File: config.mk
export PLATFORM = sky130hd
export DESIGN_NAME = viterbi_frame_feeder
export DESIGN_NICKNAME = d
export VERILOG_FILES = /design/src/rtl/viterbi_frame_feeder.sv
export SDC_FILE = /design/constraint.sdc
export NUM_CORES = 1
export LEC_CHECK = 0
export ABC_AREA = 0
export ABC_CLOCK_PERIOD_IN_PS = 5150
export CORE_ASPECT_RATIO = 1.5
export CORE_MARGIN = 4
export CORE_UTILIZATION = 45
export CTS_BUF_LIST = sky130_fd_sc_hd__clkbuf_2 sky130_fd_sc_hd__clkbuf_4 sky130_fd_sc_hd__clkbuf_8
export DETAILED_ROUTE_END_ITERATION = 7
export GPL_TIMING_DRIVEN = 1
export PLACE_DENSITY = 0.62
export SYNTH_ARGS = -nofsm -noshare
export SYNTH_HDL_FRONTEND = slang
export SYNTH_SLANG_ARGS = --single-unit
File: constraint.sdc
create_clock -name clk -period 5.15 [get_ports clk]
set_input_delay 0.515 -clock clk [delete_from_list [all_inputs] [get_ports clk]]
set_output_delay 0.515 -clock clk [all_outputs]
set_load 0.005 [all_outputs]
File: src/rtl/viterbi_frame_feeder.sv
// Ping-pong score buffer feeding the Viterbi word-spotting core, one tagged result per frame.
// Optional core watchdog enabled by defining VITERBI_TIMEOUT_EN.
module viterbi_frame_feeder #(
    parameter int STATE   = 5,
    parameter int TIMEOUT = 1024
) (
    input  logic        clk,
    input  logic        reset,
    input  logic        s_valid,
    output logic        s_ready,
    input  logic [31:0] s_data,
    input  logic        s_last,
    output logic        v_start,
    output logic        v_write,
    output logic [15:0] v_index,
    output logic [31:0] v_x,
    input  logic        v_busy,
    input  logic        v_dv,
    input  logic        v_result,
    output logic        r_valid,
    output logic [15:0] r_frame,
    output logic        r_result,
    output logic [1:0]  frames_pend,
    output logic        err_len,
    output logic        err_timeout
);
    localparam int PW = (STATE > 1) ? $clog2(STATE) : 1;

    typedef enum logic [2:0] {IDLE, LOAD, TRIG, RUN, DONE} state_e;

    state_e          state_q, state_d;
    logic [1:0]      full_q, full_d;
    logic            wr_bank_q, rd_bank_q;
    logic [PW-1:0]   wr_ptr_q, k_q, k_d;
    logic [15:0]     frame_q, r_frame_q;
    logic            r_result_q, err_len_q, run_q;
    logic [31:0]     bank_q [2][STATE];

    logic accept, last_slot, fill, bad_len, tmo_fire, release_bank;

    assign accept    = s_valid & s_ready;
    assign last_slot = (wr_ptr_q == PW'(STATE - 1));
    assign fill      = accept & s_last & last_slot;
    // Early s_last or a missing s_last both drop the frame.
    assign bad_len   = accept & (s_last ^ last_slot);

`ifdef VITERBI_TIMEOUT_EN
    localparam int TW = $clog2(TIMEOUT + 1);
    logic [TW-1:0] tmo_cnt_q;
    logic          err_tmo_q;

    // A result arriving on the expiry cycle wins over the timeout.
    assign tmo_fire = ((state_q == TRIG) || (state_q == RUN && !v_dv)) &&
                      (tmo_cnt_q == TW'(TIMEOUT - 1));

    always_ff @(posedge clk or negedge reset) begin
        if (!reset) begin
            tmo_cnt_q <= '0;
            err_tmo_q <= 1'b0;
        end else begin
            if (state_q == TRIG || state_q == RUN) tmo_cnt_q <= tmo_cnt_q + 1'b1;
            else                                   tmo_cnt_q <= '0;
            if (tmo_fire) err_tmo_q <= 1'b1;
        end
    end
    assign err_timeout = err_tmo_q;
`else
    assign tmo_fire    = 1'b0;
    assign err_timeout = 1'b0;
`endif

    assign release_bank = (state_q == DONE) | tmo_fire;

    always_comb begin
        state_d = state_q;
        k_d     = k_q;
        v_start = 1'b0;
        v_write = 1'b0;
        v_index = '0;
        v_x     = '0;
        r_valid = 1'b0;
        case (state_q)
            IDLE: if (full_q[rd_bank_q]) begin
                state_d = LOAD;
                k_d     = '0;
            end
            LOAD: begin
                v_start = 1'b1;
                v_write = 1'b1;
                v_index = 16'(k_q);
                v_x     = bank_q[rd_bank_q][k_q];
                if (k_q == PW'(STATE - 1)) state_d = TRIG;
                else                       k_d = k_q + 1'b1;
            end
            TRIG: begin
                v_start = 1'b1;
                if (v_busy) state_d = RUN;
            end
            RUN: begin
                v_start = 1'b1;
                if (v_dv) state_d = DONE;
            end
            DONE: begin
                r_valid = 1'b1;
                state_d = IDLE;
            end
            default: state_d = IDLE;
        endcase
        if (tmo_fire) state_d = IDLE;
    end

    // Fill and release never target the same bank: a full bank blocks input.
    always_comb begin
        full_d = full_q;
        if (release_bank) full_d[rd_bank_q] = 1'b0;
        if (fill)         full_d[wr_bank_q] = 1'b1;
    end

    always_ff @(posedge clk or negedge reset) begin
        if (!reset) begin
            state_q    <= IDLE;
            k_q        <= '0;
            full_q     <= '0;
            wr_bank_q  <= 1'b0;
            rd_bank_q  <= 1'b0;
            wr_ptr_q   <= '0;
            frame_q    <= '0;
            r_frame_q  <= '0;
            r_result_q <= 1'b0;
            err_len_q  <= 1'b0;
            run_q      <= 1'b0;
        end else begin
            run_q   <= 1'b1;
            state_q <= state_d;
            k_q     <= k_d;
            full_q  <= full_d;
            if (accept) begin
                if (s_last || last_slot) wr_ptr_q <= '0;
                else                     wr_ptr_q <= wr_ptr_q + 1'b1;
            end
            if (fill)    wr_bank_q <= ~wr_bank_q;
            if (bad_len) err_len_q <= 1'b1;
            if (state_q == RUN && v_dv) begin
                r_result_q <= v_result;
                r_frame_q  <= frame_q;
                frame_q    <= frame_q + 1'b1;
            end else if (tmo_fire) begin
                frame_q    <= frame_q + 1'b1;
            end
            if (release_bank) rd_bank_q <= ~rd_bank_q;
        end
    end

    // Score storage carries no reset; the full flags alone say what is valid.
    always_ff @(posedge clk) begin
        if (accept) bank_q[wr_bank_q][wr_ptr_q] <= s_data;
    end

    assign s_ready     = run_q & ~full_q[wr_bank_q];
    assign frames_pend = {1'b0, full_q[0]} + {1'b0, full_q[1]};
    assign r_frame     = r_frame_q;
    assign r_result    = r_result_q;
    assign err_len     = err_len_q;
endmodule
### Word level (Yosys, flattened, before mapping)

Memories as Yosys holds them, arrays and structs flattened.
Cells that the tools add are included.

* register bits: 48
* memory bits (writable): 320
* logic and storage cells: 89
* memories: 1

Memory list
* bank_q: words 2, width 160, read ports 1, clocked after Yosys merged registers in 0, write ports 1, line 37 `logic [31:0] bank_q [2][STATE];`

* add/subtract/negate cells: 4
* magnitude comparators: 7
* equal/unequal tests: 11
* muxes and demuxes: 31
* bitwise operators: 14
* reductions and logical operators: 10

Operators by type and width (number)
* $mux 160: 1
* $mux 32: 4
* $bmux 32 s3: 1
* $demux 32 s3: 1
* $mux 3: 8
* $add 16x1->16 const B: 1
* $pmux 3 s4: 1
* $mux 1: 10
* $ne 2x2->1 const B: 5
* $eq 3x3->1 const B: 3
* $ge 4x4->1 const B: 2
* $not 3->4: 2
* $add 3x1->3 const B: 2
* $eq 3x2->1 const B: 2
* $pmux 3 s2: 1
* $and 1x1->1: 5
* $logic_and 1x1->1: 4
* $lt 1x2->1 const B: 2
* $lt 4x1->1 const B: 1
* $mux 2: 2
* $reduce_and 4->1: 1
* $eq 3x1->1 const B: 1
* $logic_not 3->1: 1
* $not 1->1: 3
* 11 further kinds: 13

### Longest topological paths before layout

Gate-level depths: netlist of run 1.

* word-level depth: 9
* mapped depth: 7
* gate-level depth less buffers: 6

### Worst setup path before layout of run 1

Ideal clock, no wire load.

* path type: reg-to-reg
* from: register wr_bank_q
* to: memory bank_q[0][64] (netlist name) (enable)
* arrival: 4.073 ns
* slack: 0.575 ns
* cell stages (with the launch flop): 6
* period minus slack after synthesis: 4.575 ns
* path through: dfrtp_1 > buf_2 > mux2i_1 > and3_1 > nand2_1 > nor4_1

* longest elaborated chain between the ends: 7

Ends and longest elaborated chain
* start: declaration: line 33 `logic wr_bank_q, rd_bank_q;`
* start signal: assignment: line 141 `if (fill) wr_bank_q <= ~wr_bank_q;`
* $mux 1 (not written as such) (2 in a row): line 159 `assign s_ready = run_q & ~full_q[wr_bank_q];`
* $not 1->1: line 159
* $and 1x1->1: line 159
* $and 1x1->1: line 41 `assign accept = s_valid & s_ready;`
* $mux 1: line 156 `if (accept) bank_q[wr_bank_q][wr_ptr_q] <= s_data;`
* $mux 160 (not written as such): line 156
* end: declaration: line 37

Parallel ways exist; a longest one is shown, timed or not. The select of a mux whose other input is x is not followed.

### Worst setup path after layout of run 1

* from: register rd_bank_q
* to: output port v_x[0]

* longest elaborated chain between the ends: 5

Ends and longest elaborated chain
* start: declaration: line 33
* start signal: assignment: line 150 `if (release_bank) rd_bank_q <= ~rd_bank_q;`
* $mem_v2 2x160
* $bmux 32 s3: line 91 `v_x = bank_q[rd_bank_q][k_q];`
* $mux 32 (not written as such) (2 in a row): line 91
* $mux 32: line 82 `case (state_q)`
* end: declaration: line 16 `output logic [31:0] v_x,`

No other way between the ends. The select of a mux whose other input is x is not followed.

==> results of run 1 <==
## report_power, final
| part | internal, mW | switching, mW |
|---|---|---|
| Sequential | 3.41 | 0.198 |
| Clock | 1.29 | 1.05 |
| Combinational | 1.26 | 1.25 |
| Total | 5.96 | 2.50 |
## how the worst max path moves through the flow
stage,cells past startpoint,end,start
3_5_place_dp,5,v_x[0],rd_bank_q$_DFFE_PN0N_
2_1_floorplan,5,bank_q[0][64]$_DFFE_PP_,wr_bank_q$_DFFE_PN0P_
4_1_cts,5,v_x[0],rd_bank_q$_DFFE_PN0N_
3_3_place_gp,5,v_x[0],rd_bank_q$_DFFE_PN0N_
5_1_grt,6,v_x[26],rd_bank_q$_DFFE_PN0N_
6_report,5,v_x[0],rd_bank_q$_DFFE_PN0N_
## through the flow
step           cells  power [mW]  setup WS, ns  hold slack (ns)
6_report        1450        8.46          1.34           0.0226
2_1_floorplan    888        5.16         0.575            0.219
4_1_cts         1449        8.58          1.21           0.0238
3_5_place_dp    1354        6.24          1.85            0.448
3_3_place_gp    1354        6.22          1.87            0.462
5_1_grt         1449        8.93          1.09           0.0611
## registers in the layout (all words and copies together), names as in the netlist
signal and count:
wr_bank_q 1, bank_q 320, frame_q 16, k_q 3, rd_bank_q 1, r_frame 16, run_q 1, r_result 1
full_q 2, err_len 1, state_q 3, wr_ptr_q 3
## cell usage in the layout, fill, tap and decap left out, types with 32 or more instances in the layout
master           count
mux4_2              32
clkdlybuf4s50_1     96
mux2i_1             66
a221oi_1            32
clkbuf_8            63
nand2_1            102
edfxtp_1           320
mux2_2              32
dfrtp_1             46
a21oi_1             36
## synth_stat cells (6+ instances only)
| library cell | instances | area share |
|---|---|---|
| buf_4 | 20 | 0.010 |
| nand2_1 | 102 | 0.026 |
| xnor2_1 | 13 | 0.0078 |
| clkbuf_1 | 20 | 0.0051 |
| buf_2 | 15 | 0.0051 |
| nand3_1 | 9 | 0.0031 |
| mux4_2 | 32 | 0.049 |
| ha_1 | 7 | 0.0060 |
| mux2_2 | 32 | 0.025 |
| dfrtp_1 | 48 | 0.082 |
| o21ai_0 | 12 | 0.0041 |
| mux2i_1 | 66 | 0.045 |
| inv_1 | 11 | 0.0028 |
| o21ai_1 | 26 | 0.0089 |
| nor2_1 | 16 | 0.0041 |
| a21oi_1 | 36 | 0.012 |
| nor3_1 | 6 | 0.0020 |
| edfxtp_1 | 320 | 0.66 |
| a221oi_1 | 32 | 0.019 |
## cells by family after synthesis
logic type | Yosys count
DFF | 368
buffers and inverters | 74
adders and majority gates | 7
muxes | 130
AOI/OAI and AO/OA | 116
xor gates and xnor gates | 17
and+or+nand+nor | 161
other | 2
## layout make-up
type | instances | area [um2] | area share
Timing Repair Buffer | 119 | 1140 | 0.0666
Clock buffer | 82 | 1010 | 0.0588
Inverter | 11 | 41.3 | 0.00240
Multi-Input combinational cell | 446 | 3570 | 0.208
Antenna cell | 1 | 2.50 | 0.000146
Sequential cell | 368 | 10800 | 0.630
Tap cell | 410 | 513 | 0.0299
Clock inverter | 13 | 81.3 | 0.00474
## routing by layer
metal,vias to the layer above,share of wire,GRT usage
met4,2,0.022,0.0515
met3,55,0.059,0.0463
met5,-,0.00039,0
met1,3921,0.40,0.213
met2,203,0.52,0.301
li1,3593,-,-
==> reports/results.txt, run 1 <==
worst vdd ir - 0.276 mV
crit-path leading delay family - buffers and inverters
fillcell total - 2584
post-synthesis simple-gate area fraction - 0.0500
chip width - 155 um
multiplexer share of the synthesized area - 0.119
length of the first detailed-routing pass in iterations - 5
die height - 229 um
Async S/R FF share, synth - 0.130
synthesized area - 0.0147 mm2
Final Cycle Share - 0.739
Initial Util - 0.458
worst-path cell chain - buf_4, mux4_2, o21ai_1, a21oi_1, clkdlybuf4s50_1
clk sink count - 368
dpl hpwl - 17500 um
final core utilization - 0.536
crit path max fanout - 32
# Max-Cap Violations - 0
final setup fails - 0
sequential area share after synthesis - 0.737
CTS buffer count - 54
DRC - 0
Slowest Stage Delay on Critical Path - 0.80 ns
XOR/XNOR share of the synthesized area - 0.0102
1st-iter DRT viols - 518
routed vias - 7774
total track usage - 0.174
per-cell routed wire length - 21.1 um
fin nets - 1046
vias per inst - 5.36
Core Area - 0.0320 mm2
Yosys cell types - 43
number of synthesized flops with an enable pin - 320
startpoint types - register
first-pass GRT wire length - 47800 um
Worst Skew - 0.0190 ns
R2R cell count - 4
Synth Area in Adders - 0.00597
setup tns final - 0 ns
DRT antenna net count - 0
Synth Area per Inst - 16.8 um2
compound-cell area share of the yosys netlist - 0.0500
Reg2Reg Launch Point - wr_bank_q$_DFFE_PN0P_
placer congestion estimate - 0.770
fin area - 0.0172 mm2
htree depth - 2
vias in the first global route - 8399
PostCTS Resize Cnt - 0
Final Hold Fails - 0
full die area - 0.0356 mm2
Cell Pwr Density - 493 mW/mm2
ys flop type - edfxtp_1
Warnings, synthesis - 0
fin crit period - 3.81 ns
total setup buffers inserted after CTS - 0
final wirelength - 30600 um
area growth from synthesis to layout - 17.1%
worst path bufs/invs - 2
CP Capture Type - output port
buffers added on ports - 97
final max-slew violation count - 0
crit path kind - register to output port
Slew @ Worst Pin - 0.749 ns
Mapped Cells - 875
CP max stage cell - dfrtp_4
FF+latch count, synth - 368
cell leakage power - 5.91 nW
initial antenna violation count - 2
dpl cell area - 0.0161 mm2
total gr overflow - 0
# rows - 80
share of cells above drive strength 1 - 0.185
worst skew pair latency - 0.60 ns
# hold bufs at CTS - 0
outcome - finished, final reports clean
Worst-path clk slew - 0.06 ns
largest family of logic cells by synthesized area - multiplexers
CTS tree - done
Max-Slew Margin vs Limit - 0.501
RSZ-0062 raised after global routing - no
clk buf depth - 3
Reg2Reg Capture Point - bank_q[1][18]$_DFFE_PP_
HP Class - input pin to async pin
flop-to-flop setup slack - 2.44 ns
CTS root buffer - clkbuf_8
FMAX - 0.263 GHz
# IOs - 112
largest net degree at the start of global routing - 49
data arrival time of the worst path - 3.29 ns
required time worst endpoint - 4.64 ns
Power figures use the tool's default switching activity.
==> inputs of run 2 (changes only) <==
--- a/config.mk
+++ b/config.mk
@@ -6,14 +6,14 @@
 export NUM_CORES = 1
 export LEC_CHECK = 0
 export ABC_AREA = 0
-export ABC_CLOCK_PERIOD_IN_PS = 5150
+export ABC_CLOCK_PERIOD_IN_PS = 3250
 export CORE_ASPECT_RATIO = 1.5
 export CORE_MARGIN = 4
 export CORE_UTILIZATION = 45
 export CTS_BUF_LIST = sky130_fd_sc_hd__clkbuf_2 sky130_fd_sc_hd__clkbuf_4 sky130_fd_sc_hd__clkbuf_8
 export DETAILED_ROUTE_END_ITERATION = 7
 export GPL_TIMING_DRIVEN = 1
-export PLACE_DENSITY = 0.62
+export PLACE_DENSITY = 0.65
 export SYNTH_ARGS = -nofsm -noshare
 export SYNTH_HDL_FRONTEND = slang
 export SYNTH_SLANG_ARGS = --single-unit
==> constraint.sdc (replaced) <==
create_clock -name clk -period 3.25 [get_ports clk]
set_input_delay 0.325 -clock clk [delete_from_list [all_inputs] [get_ports clk]]
set_output_delay 0.325 -clock clk [all_outputs]
set_load 0.005 [all_outputs]
==> run 2 against run 1 <==
Net effect: first-iteration DRC count is 9.3% lower; critical endpoint is now v_x[26]; sequential share of layout area is 1.1 points lower; largest power group unchanged; combinational power is 73% higher.
==> reports/results.txt, run 2 (synthesis gave the netlist of run 1 again) <==
commonest non-fill, non-tap cell in the layout - edfxtp_1
Cell Pwr Density - 783 mW/mm2
GRT busiest layer - met2
cell leakage power - 6.00 nW
fin nets - 1058
Initial Util - 0.458
Worst-path clk slew - 0.06 ns
Slew @ Worst Pin - 0.813 ns
largest net degree at the start of global routing - 36
Final Hold Fails - 0
vias in the first global route - 8158
CP Capture Type - output port
CTS buffer count - 52
startpoint types - register
buffers added on ports - 97
crit path max fanout - 31
final setup fails - 0
worst skew pair latency - 0.58 ns
dpl ws - 0.455 ns
full die area - 0.0356 mm2
routed vias - 7910
worst-path cell chain - buf_12, mux4_2, o21ai_0, a21oi_1, clkdlybuf4s50_1
CP max stage cell - dfrtp_4
met1 Usage GRT - 0.216
Slowest Stage Delay on Critical Path - 0.60 ns
dpl cell area - 0.0163 mm2
RSZ-0062 raised after global routing - yes
Final Cycle Share - 0.973
FMAX - 0.316 GHz
total gr overflow - 0
CTS root buffer - clkbuf_8
outcome - finished, final reports clean
fin crit period - 3.16 ns
vias per inst - 5.40
met2 usage - 0.307
total track usage - 0.175
Worst Skew - 0.0178 ns
HP Class - input pin to register
fillcell total - 2540
required time worst endpoint - 2.92 ns
setup tns final - 0 ns
global routing usage on met3 - 0.0440
DRC - 0
# Max-Cap Violations - 0
worst hold path depth - 3
share of cells above drive strength 1 - 0.196
worst vdd ir - 0.402 mV
commonest non-fill, non-tap cells in the layout - edfxtp_1, nand2_1, clkdlybuf4s50_1, mux2i_1, clkbuf_8
first-pass GRT wire length - 48200 um
R2R cell count - 4
data arrival time of the worst path - 2.84 ns
final max-slew violation count - 0
placed insts - 1364
area growth from synthesis to layout - 19.1%
placer congestion estimate - 0.779
chip width - 155 um
fin area - 0.0175 mm2
max FFs per register - 320
1st-iter DRT viols - 470
length of the first detailed-routing pass in iterations - 5
dpl hpwl - 17800 um
initial antenna violation count - 1
most flop-heavy register - bank_q
die height - 229 um
Hold WS - 0.275 ns
# rows - 80
final wirelength - 31300 um
htree depth - 2
# IOs - 112
Core Area - 0.0320 mm2
per-cell routed wire length - 21.4 um
CTS tree - done
clk sink count - 368
fin worst setup slack - 0.0886 ns
DRT antenna net count - 0
Max-Slew Margin vs Limit - 0.458
crit path kind - register to output port
Post-Layout Cell Count - 1464
clk buf depth - 3
==> run 2: cell count changes in the layout (fill, tap and decap cells not counted), moves of 5 or more <==
cell,before,now
clkbuf_8,63,53
a221oi_1,32,26
clkbuf_4,19,13
buf_6,0,5
a221oi_2,0,6
buf_12,1,12
clkinv_1,7,17
==> run 2: final cells by class <==
type	instances	area, um2	area share
tap	410	513	0.0294
clock buffer	66	827	0.0473
inverter	11	41.3	0.00236
timing repair buffer	133	1410	0.0806
multi-input combinational	446	3640	0.208
clock inverter	29	228	0.0130
sequential	368	10800	0.619
antenna	1	2.50	0.000143
==> run 2: final timing paths <==
check / start / end / slack [ns]
max: rd_bank_q$_DFFE_PN0N_ / v_x[26] / 0.09
min: v_result / r_result$_DFFE_PN0P_ / 0.28
max reg2reg: wr_bank_q$_DFFE_PN0P_ / bank_q[1][109]$_DFFE_PP_ / 0.96
min reg2reg: err_len$_DFFE_PN0P_ / err_len$_DFFE_PN0P_ / 0.46
max in group asynchronous: reset / frame_q[10]$_DFFE_PN0P_ / 2.16
min in group asynchronous: reset / err_len$_DFFE_PN0P_ / 0.36
==> run 2: critical path, delay by kind of cell, from the launching register on <==
family / cells / cell delay (ns)
buffers and inverters: 2 / 0.72
muxes: 1 / 0.54
DFF: 1 / 0.60
AOI/OAI and AO/OA: 2 / 0.36
==> run 2: report_power, final <==
group / internal (mW) / leakage, nW / switching, mW / total, mW
Sequential: 5.41 / 3.50 / 0.255 / 5.66
Combinational: 2.19 / 1.95 / 2.17 / 4.35
Clock: 1.99 / 0.556 / 1.67 / 3.66
==> run 2: what timing repair did <==
item | in CTS | in global routing
gates cloned | 0 | 0
gates resized for setup | 5 | 17
pin swaps | 0 | 2
hold buffers | 1 | 0
buffers inserted | 1 | 2
endpoints found under the hold margin | 34 | 0
endpoints found under the setup margin | 34 | 27
==> run 2: routing by layer <==
layer	wire length [um]	share of wire	vias to the layer above
met1	12200	0.39	4036
met5	0	0	-
li1	-	-	3633
met3	1880	0.060	47
met4	579	0.019	0
met2	16600	0.53	194
==> run 2: stage by stage <==
step | power (mW) | utilization
2_1_floorplan | 8.18 | -
3_3_place_gp | 9.98 | 0.509
3_5_place_dp | 10.0 | 0.509
4_1_cts | 13.7 | 0.543
5_1_grt | 14.4 | 0.545
6_report | 13.7 | 0.545
